==> src/rtl/tiny16_io_pkg.sv <==
// Shared I/O word layout for tiny16 port blocks (keyboard, display, CPU IN/OUT decode).
// The helper builds the 16-bit word the CPU sees on an input-port read.
package tiny16_io_pkg;

  localparam int IO_VALID_BIT = 8;
  localparam int IO_OVF_BIT   = 15;
  localparam int IO_DATA_W    = 8;
  localparam int IO_WORD_W    = 16;

  function automatic logic [IO_WORD_W-1:0] io_word(input logic                 ovf,
                                                   input logic                 valid,
                                                   input logic [IO_DATA_W-1:0] data);
    logic [IO_WORD_W-1:0] w;
    w                 = '0;
    w[IO_OVF_BIT]     = ovf;
    w[IO_VALID_BIT]   = valid;
    w[IO_DATA_W-1:0]  = data;
    return w;
  endfunction

endpackage

==> src/rtl/sync_fifo.sv <==
// Single-clock circular-buffer FIFO with power-of-two depth and natural pointer wrap.
// A pop on a full FIFO frees the slot a same-cycle push needs; a pop on an empty FIFO is ignored.
module sync_fifo #(
  parameter int WIDTH = 8,
  parameter int DEPTH = 4
) (
  input  logic                     clk,
  input  logic                     rst_n,
  input  logic                     push,
  input  logic [WIDTH-1:0]         wdata,
  input  logic                     pop,
  output logic [WIDTH-1:0]         rdata,
  output logic                     full,
  output logic                     empty,
  output logic [$clog2(DEPTH):0]   count
);

  localparam int PTR_W = $clog2(DEPTH);
  localparam int CNT_W = PTR_W + 1;

  logic [WIDTH-1:0] mem [DEPTH];
  logic [PTR_W-1:0] wr_ptr;
  logic [PTR_W-1:0] rd_ptr;
  logic             do_push;
  logic             do_pop;

  assign full    = (count == CNT_W'(DEPTH));
  assign empty   = (count == '0);
  assign do_pop  = pop && !empty;
  assign do_push = push && (!full || do_pop);
  assign rdata   = mem[rd_ptr];

  // NOTE: storage has no reset; stale entries are never observable because
  // count gates every read, and leaving it out keeps the array in plain RAM.
  always_ff @(posedge clk) begin
    if (do_push) mem[wr_ptr] <= wdata;
  end

  // NOTE: all sequential state uses non-blocking assignments so every register
  // samples pre-edge values regardless of block ordering.
  always_ff @(posedge clk or negedge rst_n) begin
    if (!rst_n) begin
      wr_ptr <= '0;
      rd_ptr <= '0;
      count  <= '0;
    end else begin
      if (do_push) wr_ptr <= wr_ptr + PTR_W'(1);
      if (do_pop)  rd_ptr <= rd_ptr + PTR_W'(1);
      case ({do_push, do_pop})
        2'b10:   count <= count + CNT_W'(1);
        2'b01:   count <= count - CNT_W'(1);
        default: count <= count;
      endcase
    end
  end

endmodule

==> src/rtl/keyboard.sv <==
// tiny16 keyboard input port: buffers host bytes and returns one tagged word per CPU read.
// Holds the accept/drop decision, the sticky overflow flag and the CPU-facing out register.
module keyboard
  import tiny16_io_pkg::*;
#(
  parameter int DEPTH = 4
) (
  input  logic                 clk,
  input  logic                 rst_n,
  input  logic                 key_valid,
  input  logic [IO_DATA_W-1:0] key_data,
  output logic                 key_ready,
  input  logic                 rd_en,
  output logic [IO_WORD_W-1:0] out,
  output logic                 avail,
  output logic                 overflow
);

  localparam int CNT_W = $clog2(DEPTH) + 1;

  logic                 fifo_push;
  logic                 drop;
  logic                 full;
  logic                 empty;
  logic [CNT_W-1:0]     count;
  logic [IO_DATA_W-1:0] head;

  // A full FIFO still takes the byte when the CPU reads in the same cycle.
  assign fifo_push = key_valid && (!full || rd_en);
  assign drop      = key_valid && !fifo_push;

  assign avail     = (count != '0);
  assign key_ready = (count < CNT_W'(DEPTH));

  sync_fifo #(
    .WIDTH (IO_DATA_W),
    .DEPTH (DEPTH)
  ) u_fifo (
    .clk   (clk),
    .rst_n (rst_n),
    .push  (fifo_push),
    .wdata (key_data),
    .pop   (rd_en),
    .rdata (head),
    .full  (full),
    .empty (empty),
    .count (count)
  );

  always_ff @(posedge clk or negedge rst_n) begin
    if (!rst_n) begin
      out      <= '0;
      overflow <= 1'b0;
    end else if (rd_en) begin
      // The word reports the flag as it stood before this read; a drop in the
      // same cycle re-arms it for the next read.
      out      <= empty ? io_word(overflow, 1'b0, '0) : io_word(overflow, 1'b1, head);
      overflow <= drop;
    end else if (drop) begin
      overflow <= 1'b1;
    end
  end

endmodule

==> config.mk <==
export PLATFORM = sky130hd
export DESIGN_NAME = keyboard
export DESIGN_NICKNAME = d
export VERILOG_FILES = /design/src/rtl/tiny16_io_pkg.sv /design/src/rtl/sync_fifo.sv /design/src/rtl/keyboard.sv
export SDC_FILE = /design/constraint.sdc
export NUM_CORES = 1
export LEC_CHECK = 0
export CAP_MARGIN = 20
export CORE_MARGIN = 3
export CORE_UTILIZATION = 60
export CTS_BUF_LIST = sky130_fd_sc_hd__clkbuf_8
export DETAILED_ROUTE_END_ITERATION = 8
export HOLD_SLACK_MARGIN = 0.08
export PLACE_DENSITY = 0.87
export SLEW_MARGIN = 20
export SYNTH_ARGS = -nofsm -noshare
export SYNTH_HDL_FRONTEND = slang
export SYNTH_HIERARCHICAL = 1
export SYNTH_SLANG_ARGS = --single-unit
==> constraint.sdc <==
create_clock -name clk -period 4.5 [get_ports clk]
set_clock_uncertainty 0.1 [all_clocks]
set_input_delay 0.9 -clock clk [delete_from_list [all_inputs] [get_ports clk]]
set_output_delay 0.9 -clock clk [all_outputs]
set_load 0.05 [all_outputs]
==> results.md, run 1 <==
- Hold path startpoint: out[15]
- Distinct cell type count of the synthesized netlist: 30
- Cell repeated most along the worst path: sky130_fd_sc_hd__inv_1
- Startpoint class of the critical path: primary input
- Post-DR vias/cell: 5.31
- Weighted congestion at the end of routability-driven global placement: roughly 0.8
- Nets: 173
- Total global-route track usage: 0.175
- First-pass GRT wire length: 5390 microns
- Clock insertion delay at the later pin of the skew report: between 0.2 and 0.3 ns
- Post-route antenna net violation count: 0
- Kind of cell adding the most delay to the critical path: buffers and inverters
- Proportion of layout cells with a drive suffix above 1: 0.167
- Biggest cell delay along the critical path: 0.82 ns
- Cell count of the worst reg-to-reg path: 11
- Fraction of the cycle the final worst path needs: 0.734
- Sum of overflow across all layers after global routing: 0
- Antenna violations before repair: 0
- Die Span X: 65.1 microns
- Worst reg2reg path startpoint: u_fifo/count[0]
- Number of synthesized register bits: 50
- Sequential area share after synthesis: 0.673
- Time the final worst path needs with I/O delays and setup: 3.30 ns
- Number of buffer and inverter stages on the critical path: 4
- PD cells: around 660 nW/um^2
- Vias in the first global route: 1121
- Final total negative setup slack: 0 ns
- Required time at the endpoint of the critical path: 4.58 ns
- Max-cap violations: 0
- Status: finished clean
- Num rows: 20
- DRC marker count from the first detailed-route iteration: 98
- Total die area: roughly 4200 sq um
- Crit path max fanout: 18
- Tightest slew margin relative to the limit: 0.480
- Sink of the worst hold path: out[15]
- Highest-delay cell along the critical path: sky130_fd_sc_hd__clkdlybuf4s50_1
- Hold crit path type: register to register
- Post-detailed-route wirelength per cell: 16.1 microns
- Count of flip-flops with a built-in enable after synthesis: 32
- Drt total wl: 3220 microns
- Worst ir drop on vdd: 337 uV
- Post-detailed-route DRC marker count: 0
- Total core area: 3200 sq um
- Resized Gates After CTS: 0
- Cells after synthesis: 128
- RSZ-0062 raised after global routing: false
- Clock input transition at the sequential cells of the worst setup and hold paths: about 0.080 ns
- Reported leakage power: 0.000953 uW
- # clock sinks: 50
- Share of async-settable or async-resettable flops after synthesis: 0.360
- Drt first pass iters: 4
- F_max: a little over 300 MHz
- Starting utilization of the core area: 0.655
- Post-synthesis area per instance: 16.4 sq um
- Worst hold stages: 1
- TritonCTS clock tree: done
- Yosys warning count: 6
- Antenna diode count: 0
- Worst Path Class, Setup: primary input to register
- Nature of the critical path endpoint: register
- Height of the chip: 65.1 microns
- Clock Root Buffer: sky130_fd_sc_hd__clkbuf_8
- Number of hold-repair buffers added at the cts stage: 0
- CP arrival: 3.38 ns
- Top-level port count: 31
- HPWL after DPL: 2380 microns
- Slew Limit Fails: 0
- Post-CTS setup buffer count: 0
- Syn Std Cell Area: around 2100 sq um
- Total of fill cells in the finished design: 214
- Post-synth top flop: sky130_fd_sc_hd__edfxtp_1
- Pin slew with the least headroom to its limit: 0.777 ns
- Number of buffers inserted during clock tree synthesis: 5
- Cells along the critical path: clkdlybuf4s50_1 > inv_1 > a21boi_0 > o21a_4 > inv_1 > ha_1 > inv_1 > fa_1 > xor2_1 > nor2_1 > xor2_1
- Worst flop-to-flop path endpoint: u_fifo/count[2]
- Largest net degree at the start of global routing: 19
- Total setup violations reported at the end of the flow: 0
- Setup slack, reg-to-reg: 1.88 ns
- Count of final hold-check violations: 0
- Vias: 1062
- Count of port buffers added during placement: 24
- Synthesis-to-finish area growth: 15.9%
- H-tree level count: 2
- Finished Core Util: 0.759
- Maximum number of buffers from clock root to sink: 2
-- sequential cells by signal (all words and copies together), names as in the netlist --
name           count
out               10
u_fifo/count       3
u_fifo/rd_ptr      2
overflow           1
u_fifo/wr_ptr      2
u_fifo/mem        32
-- where the power goes --
group          internal (uW)  switching (uW)
registers                627             103
clock network            105             129
logic                    278             365
-- metal layers --
metal  vias up  routed length, microns  global-route usage
met4         0                      38              0.0699
met1       522                    1300               0.223
li1        497                       -                   -
met2        39                    1670               0.284
met5         -                       0                   0
met3         4                     207              0.0530
-- synth_stat cells, drive strengths merged, types with 2 or more instances --
cell type  instances  area share
inv               15       0.027
buf                9       0.029
mux4               8       0.086
o21ai              6       0.014
edfxtp            32        0.46
xnor2              3       0.013
and2               4       0.014
ha                 5       0.030
mux2               2       0.013
dfrtp             18        0.21
nand3b             6       0.021
xor2               3       0.013
nor2               2      0.0036
a22o               2      0.0095
-- cells in the final DEF (no fill, tap or decap), drive strengths merged, types with 4 or more instances in the layout --
cell / instances
conb: 6
clkbuf: 5
ha: 5
mux4: 8
dfrtp: 18
inv: 16
edfxtp: 32
o21ai: 6
nand3b: 6
and2: 4
clkdlybuf4s50: 24
-- stage by stage --
step	worst slack, ns	hold WS, ns	cell area, sq um	instances	power, uW
after floorplan	2.09	0.406	2120	133	1190
after global placement	1.15	0.381	2350	192	1360
after detailed placement	0.866	0.400	2350	192	1390
after CTS	1.18	0.419	2430	200	1620
after global routing	0.957	0.432	2430	200	1710
final	1.20	0.415	2430	200	1610
-- how the worst max path moves through the flow --
stage                      from               to  slack, ns  depth (start not counted)
after floorplan           rd_en  u_fifo/count[2]       2.09                         10
after global placement    rd_en  u_fifo/count[2]       1.15                         11
after detailed placement  rd_en  u_fifo/count[2]       0.87                         11
after CTS                 rd_en  u_fifo/count[2]       1.18                         11
after global routing      rd_en  u_fifo/count[2]       0.96                         11
final                     rd_en  u_fifo/count[2]       1.20                         11
-- layout make-up --
type | instances | area, sq um | share of cell area
multi-input cells | 59 | 587 | 0.241
clock inverters | 3 | 12.5 | 0.00515
clock buffers | 5 | 68.8 | 0.0283
flip-flops and latches | 50 | 1410 | 0.581
repair buffers | 24 | 240 | 0.0988
inverters | 15 | 56.3 | 0.0232
well taps | 44 | 55.1 | 0.0226
-- cells by family after synthesis --
group	after synthesis	synth area share
mux	11	0.103
other cells	1	0.00179
compound gates	13	0.0459
fa+ha+maj	6	0.0394
buf+inv	24	0.0561
xor+xnor	6	0.0251
flops	50	0.673
simple gates	17	0.0555
(Power assumes the default switching activity.)
==> inputs of run 2 (changes only) <==
Settings changed: CORE_UTILIZATION 60 to 50, PLACE_DENSITY 0.87 to 0.77.
Clock period 4.5 ns to 2.8 ns, I/O delays scaled along.
==> run 2 against run 1 <==
- clock power increased by 66%
- combinational power increased by 60%
- critical path depth unchanged
- global-route usage decreased by 2.9 points
- worst setup slack got worse by 0.90 ns
- non-clock buffer count increased by 1
- via count decreased by 0.38%
==> results.md, run 2 (synthesis gave the netlist of run 1 again) <==
- Status: finished clean
- H-tree level count: 2
- Most common library cell in the layout ignoring fill and taps: sky130_fd_sc_hd__edfxtp_1
- Cell repeated most along the worst path: sky130_fd_sc_hd__inv_1
- Cells after DPL: 197
- TritonCTS clock tree: done
- DRC marker count from the first detailed-route iteration: 65
- Fraction of the cycle the final worst path needs: 0.893
- Total setup violations reported at the end of the flow: 0
- Weighted congestion at the end of routability-driven global placement: 0.721
- Antenna diode count: 0
- # clock sinks: 50
- Sequential Power Share: 0.453
- CP arrival: about 2.6 ns
- Worst slack on hold paths: 0.392 ns
- Registers with the highest flip-flop counts: u_fifo/mem x32, out x10, u_fifo/count x3
- Clock network fraction of design power: 0.150
- RSZ-0062 raised after global routing: false
- Commonest cells after routing, fill and taps aside: 32 x sky130_fd_sc_hd__edfxtp_1, 24 x sky130_fd_sc_hd__clkdlybuf4s50_1, 18 x sky130_fd_sc_hd__dfrtp_1
- PD cells: 1060 nW/um^2
- Count of final hold-check violations: 0
- Switch share: 0.373
- Drt first pass iters: 4
- Sum of overflow across all layers after global routing: 0
- Non-filler cells in the finished layout: 205
- Maximum number of buffers from clock root to sink: 2
- Top-level port count: 31
- Count of port buffers added during placement: 24
- Post-detailed-route DRC marker count: 0
- Final total negative setup slack: 0 ns
- Drt total wl: 3240 microns
- Clock insertion delay at the later pin of the skew report: 0.29 ns
- Slew Limit Fails: 0
- Time the final worst path needs with I/O delays and setup: 2.50 ns
- Post-DR vias/cell: slightly above 5
- Worst Path Class, Setup: register to register
- Hold crit path type: register to register
- Internal Dissipation: approximately 1600 uW
- Vias: between 1000 and 1500
- Nets: about 170
- First-pass GRT wire length: between 5000 and 6000 microns
- Fraction of power consumed by combinational cells: 0.397
- Setup ws final: ~0.3 ns
- Synthesis-to-finish area growth: 16.7%
- Reported leakage power: 0.000953 uW
- Highest-delay cell along the critical path: sky130_fd_sc_hd__dfrtp_1
- Num rows: 22
- Largest Register: u_fifo/mem
- F_max: 400 MHz
- Max-cap violations: 0
- Clock Root Buffer: sky130_fd_sc_hd__clkbuf_8
- Number of buffers inserted during clock tree synthesis: 5
- Total of fill cells in the finished design: 281
- Nature of the critical path endpoint: register
- Height of the chip: 70.8 microns
- Required time at the endpoint of the critical path: 2.92 ns
- Pin slew with the least headroom to its limit: 0.789 ns
- Die Span X: 70.8 microns
- Tightest slew margin relative to the limit: 0.472
- Proportion of layout cells with a drive suffix above 1: 0.178
- Number of flip-flops under the largest register name: 32
- Post-CTS setup buffer count: 0
- Startpoint class of the critical path: register
- Resized Gates After CTS: 0
- Biggest cell delay along the critical path: 0.44 ns
- Clock input transition at the sequential cells of the worst setup and hold paths: 0.09 ns
- Total die area: roughly 5000 sq um
- Vias in the first global route: ~1100
- Total global-route track usage: 0.146
- Antenna violations before repair: 0
- HPWL after DPL: 2340 microns
- Worst ir drop on vdd: slightly above 500 uV
- Post-route antenna net violation count: 0
- Finished Core Util: 0.635
- Largest net degree at the start of global routing: 19
- Cells along the critical path: or3b_1 > inv_1 > a21boi_0 > o21a_4 > inv_1 > ha_1 > inv_1 > fa_1 > xor2_1 > nor2_1 > xor2_1
- Post-detailed-route wirelength per cell: approximately 16 microns
- Switching power summed over all nets: 966 uW
- Number of hold-repair buffers added at the cts stage: 0
- Pre-CTS setup slack: 0.0607 ns
- Total core area: 3850 sq um
- Crit path max fanout: 7
- Starting utilization of the core area: 0.544
run 2: cell types whose count changed in the layout (fill, tap and decap cells not counted):
cell,before,now
sky130_fd_sc_hd__buf_4,0,1
sky130_fd_sc_hd__clkinvlp_4,0,1
sky130_fd_sc_hd__inv_1,16,15
run 2: cell type report:
type	count	area (sq um)	area share
inverters	15	56.3	0.0230
multi-input cells	59	587	0.240
repair buffers	25	248	0.101
clock buffers	5	68.8	0.0281
clock inverters	3	16.3	0.00665
flip-flops and latches	50	1410	0.577
well taps	48	60.1	0.0245
run 2: layer usage:
metal,up-vias,GRT usage,wire length (microns)
met2,32,0.229,1660
met1,526,0.191,1400
met3,2,0.0398,173
met5,-,0,0
li1,498,-,-
met4,0,0.0689,11
run 2: worst max-delay path, delay by kind of cell, from the launching register on:
kind / cells / cell delay (ns)
XOR/XNOR: 2 / 0.32
flip-flops: 1 / 0.44
AND/OR/NAND/NOR: 2 / 0.56
AO/OA/AOI/OAI: 2 / 0.26
buffers and inverters: 3 / 0.20
adder cells (fa/ha/maj): 2 / 0.54
run 2: power groups by stage:
stage | clock network, uW | logic (uW) | registers (uW)
2_1_floorplan | 0 | 590 | 1330
3_3_place_gp | 0 | 1010 | 1180
3_5_place_dp | 0 | 1040 | 1190
4_1_cts | 405 | 1040 | 1180
5_1_grt | 435 | 1110 | 1210
6_report | 388 | 1030 | 1170
run 2: per-stage QoR:
| step | cell area (sq um) | power, uW |
|---|---|---|
| after floorplan | 2120 | 1920 |
| after global placement | 2360 | 2190 |
| after detailed placement | 2360 | 2230 |
| after CTS | 2450 | 2630 |
| after global routing | 2450 | 2750 |
| final | 2450 | 2590 |
run 2: worst paths after layout:
path                                 startpoint  cells after the start  slack [ns]          endpoint
worst max-delay path            u_fifo/count[0]                     11        0.30   u_fifo/count[2]
worst max register to register  u_fifo/count[0]                     11        0.30   u_fifo/count[2]
max in group asynchronous                 rst_n                      1        1.49            out[0]
worst min register to register           out[8]                      1        0.39            out[8]
min in group asynchronous                 rst_n                      1        0.62  u_fifo/wr_ptr[0]
worst min-delay path                     out[8]                      1        0.39            out[8]
==> inputs of run 3 (changes only) <==
Settings changed: CORE_UTILIZATION 50 to 60, PLACE_DENSITY 0.77 to 0.87.
Clock period 2.8 ns to 3.15 ns, I/O delays scaled along.
==> run 3 against run 2 <==
- first-iteration DRC count fell by 25%
- global-route usage rose by 2.9 points
- worst setup slack improved by 0.25 ns
- sequential cell count did not move
- critical path type is now primary input to register
==> results.md, run 3 (synthesis gave the netlist of run 1 again) <==
- Fraction of the cycle the final worst path needs: 0.824
- Antenna violations before repair: 0
- Largest Register: u_fifo/mem
- Post-detailed-route DRC marker count: 0
- HPWL after DPL: between 2000 and 2500 microns
- Die Span X: 65.1 microns
- Kind of cell adding the most delay to the critical path: buffers and inverters
- Top-level port count: 31
- Count of port buffers added during placement: 24
- PD cells: 947 nW/um^2
- Clock input transition at the sequential cells of the worst setup and hold paths: ~0.080 ns
- Nature of the critical path endpoint: register
- Total core area: 3200 sq um
- Starting utilization of the core area: 0.655
- CP arrival: 2.68 ns
- Required time at the endpoint of the critical path: 3.23 ns
- Post-detailed-route wirelength per cell: 15.8 microns
- Crit path max fanout: 7
- Tightest slew margin relative to the limit: 0.477
- Nets: 174
- Worst Path Class, Setup: primary input to register
- Vias in the first global route: approximately 1100
- Most common library cell in the layout ignoring fill and taps: sky130_fd_sc_hd__edfxtp_1
- Area used by sequential logic in the layout: 1410 sq um
- Post-route antenna net violation count: 0
- TritonCTS clock tree: done
- Vias: between 1000 and 1500
- Drt first pass iters: 4
- Cell repeated most along the worst path: sky130_fd_sc_hd__inv_1
- Hold crit path type: register to register
- Combined area of the multi-input logic cells: about 600 sq um
- Max-cap violations: 0
- Weighted congestion at the end of routability-driven global placement: a little under 0.8
- Drt total wl: 3180 microns
- Slew Limit Fails: 0
- Count of final hold-check violations: 0
- Synthesis-to-finish area growth: 16.5%
- Resized Gates After CTS: 0
- # clock sinks: 50
- Post-layout total power: 2310 uW
- Final total negative setup slack: 0 ns
- Pin slew with the least headroom to its limit: 0.781 ns
- Number of buffer and inverter stages on the critical path: 4
- Clock insertion delay at the later pin of the skew report: slightly below 0.3 ns
- Largest net degree at the start of global routing: 19
- Post-CTS setup buffer count: 0
- Num rows: 20
- Total global-route track usage: 0.175
- Worst ir drop on vdd: 443 uV
- Total die area: around 4200 sq um
- Status: finished clean
- Biggest cell delay along the critical path: 0.60 ns
- Total of fill cells in the finished design: 200
- Number of buffers inserted during clock tree synthesis: 5
- Maximum number of buffers from clock root to sink: 2
- H-tree level count: 2
- Height of the chip: 65.1 microns
- Antenna diode count: 0
- DRC marker count from the first detailed-route iteration: 49
- Setup ws final: approximately 0.55 ns
- Time the final worst path needs with I/O delays and setup: between 2 and 3 ns
- Number of hold-repair buffers added at the cts stage: 0
- Total setup violations reported at the end of the flow: 0
- Cells along the critical path: clkdlybuf4s50_1 > inv_1 > a21boi_0 > o21a_4 > inv_1 > ha_1 > inv_1 > fa_1 > xor2_1 > nor2_1 > xor2_1
- First-pass GRT wire length: approximately 5300 microns
- Number of flip-flops under the largest register name: 32
- Highest-delay cell along the critical path: sky130_fd_sc_hd__clkdlybuf4s50_1
- Clock Root Buffer: sky130_fd_sc_hd__clkbuf_8
- Reported leakage power: ~0.00096 uW
- F_max: 385 MHz
- RSZ-0062 raised after global routing: false
- Registers with the highest flip-flop counts: u_fifo/mem x32, out x10, u_fifo/count x3
- Post-DR vias/cell: 5.25
- Startpoint class of the critical path: primary input
- Sum of overflow across all layers after global routing: 0
- Proportion of layout cells with a drive suffix above 1: 0.178
- Pre-CTS setup slack: 0.243 ns
- Commonest cells after routing, fill and taps aside: 32 x sky130_fd_sc_hd__edfxtp_1, 24 x sky130_fd_sc_hd__clkdlybuf4s50_1, 18 x sky130_fd_sc_hd__dfrtp_1
-- run 3: cell types whose count changed in the layout (fill, tap and decap cells not counted), sizes merged --
cell / before / now
clkinvlp: 1 / 0
inv: 15 / 16
-- run 3: metal layers --
metal,up-vias,track usage,part of all wire
met5,-,0,0
met1,514,0.214,0.40
li1,499,-,-
met3,5,0.0735,0.074
met4,0,0.0518,0.013
met2,37,0.287,0.51
-- run 3: worst min-delay path: stages, from the launching register on --
cell	delay, ns
sky130_fd_sc_hd__dfrtp_1	0.38
sky130_fd_sc_hd__inv_1	0.05
sky130_fd_sc_hd__o21ai_0	0.06
-- run 3: cell type report --
class	count	share of cell area
clock buffer	5	0.0282
clock inverter	3	0.00717
inverter	15	0.0230
multi-input combinational	59	0.240
sequential	50	0.578
tap	44	0.0225
timing repair buffer	25	0.101
-- run 3: worst paths after layout --
check	start	to	slack, ns	depth (start not counted)
min in group asynchronous	rst_n	u_fifo/count[2]	0.68	1
worst min register to register	out[6]	out[6]	0.42	2
max in group asynchronous	rst_n	u_fifo/wr_ptr[1]	1.78	1
worst max-delay path	rd_en	u_fifo/count[2]	0.55	11
worst min-delay path	out[6]	out[6]	0.42	2
worst max register to register	u_fifo/count[0]	u_fifo/count[2]	0.64	11
-- run 3: per-stage QoR --
| step | hold WS (ns) | cell area (sq um) | utilization | instances |
|---|---|---|---|---|
| 5_1_grt | 0.420 | 2440 | 0.763 | 201 |
| 2_1_floorplan | 0.234 | 2120 | - | 133 |
| 6_report | 0.419 | 2440 | 0.763 | 201 |
| 4_1_cts | 0.417 | 2440 | 0.763 | 201 |
| 3_5_place_dp | 0.385 | 2360 | 0.736 | 193 |
| 3_3_place_gp | 0.383 | 2360 | 0.736 | 193 |
-- run 3: report_power, final --
part | total, uW | switching [uW] | internal (uW)
Clock | 348 | 194 | 153
Combinational | 920 | 521 | 399
Sequential | 1050 | 150 | 896
Total | 2310 | 865 | 1450
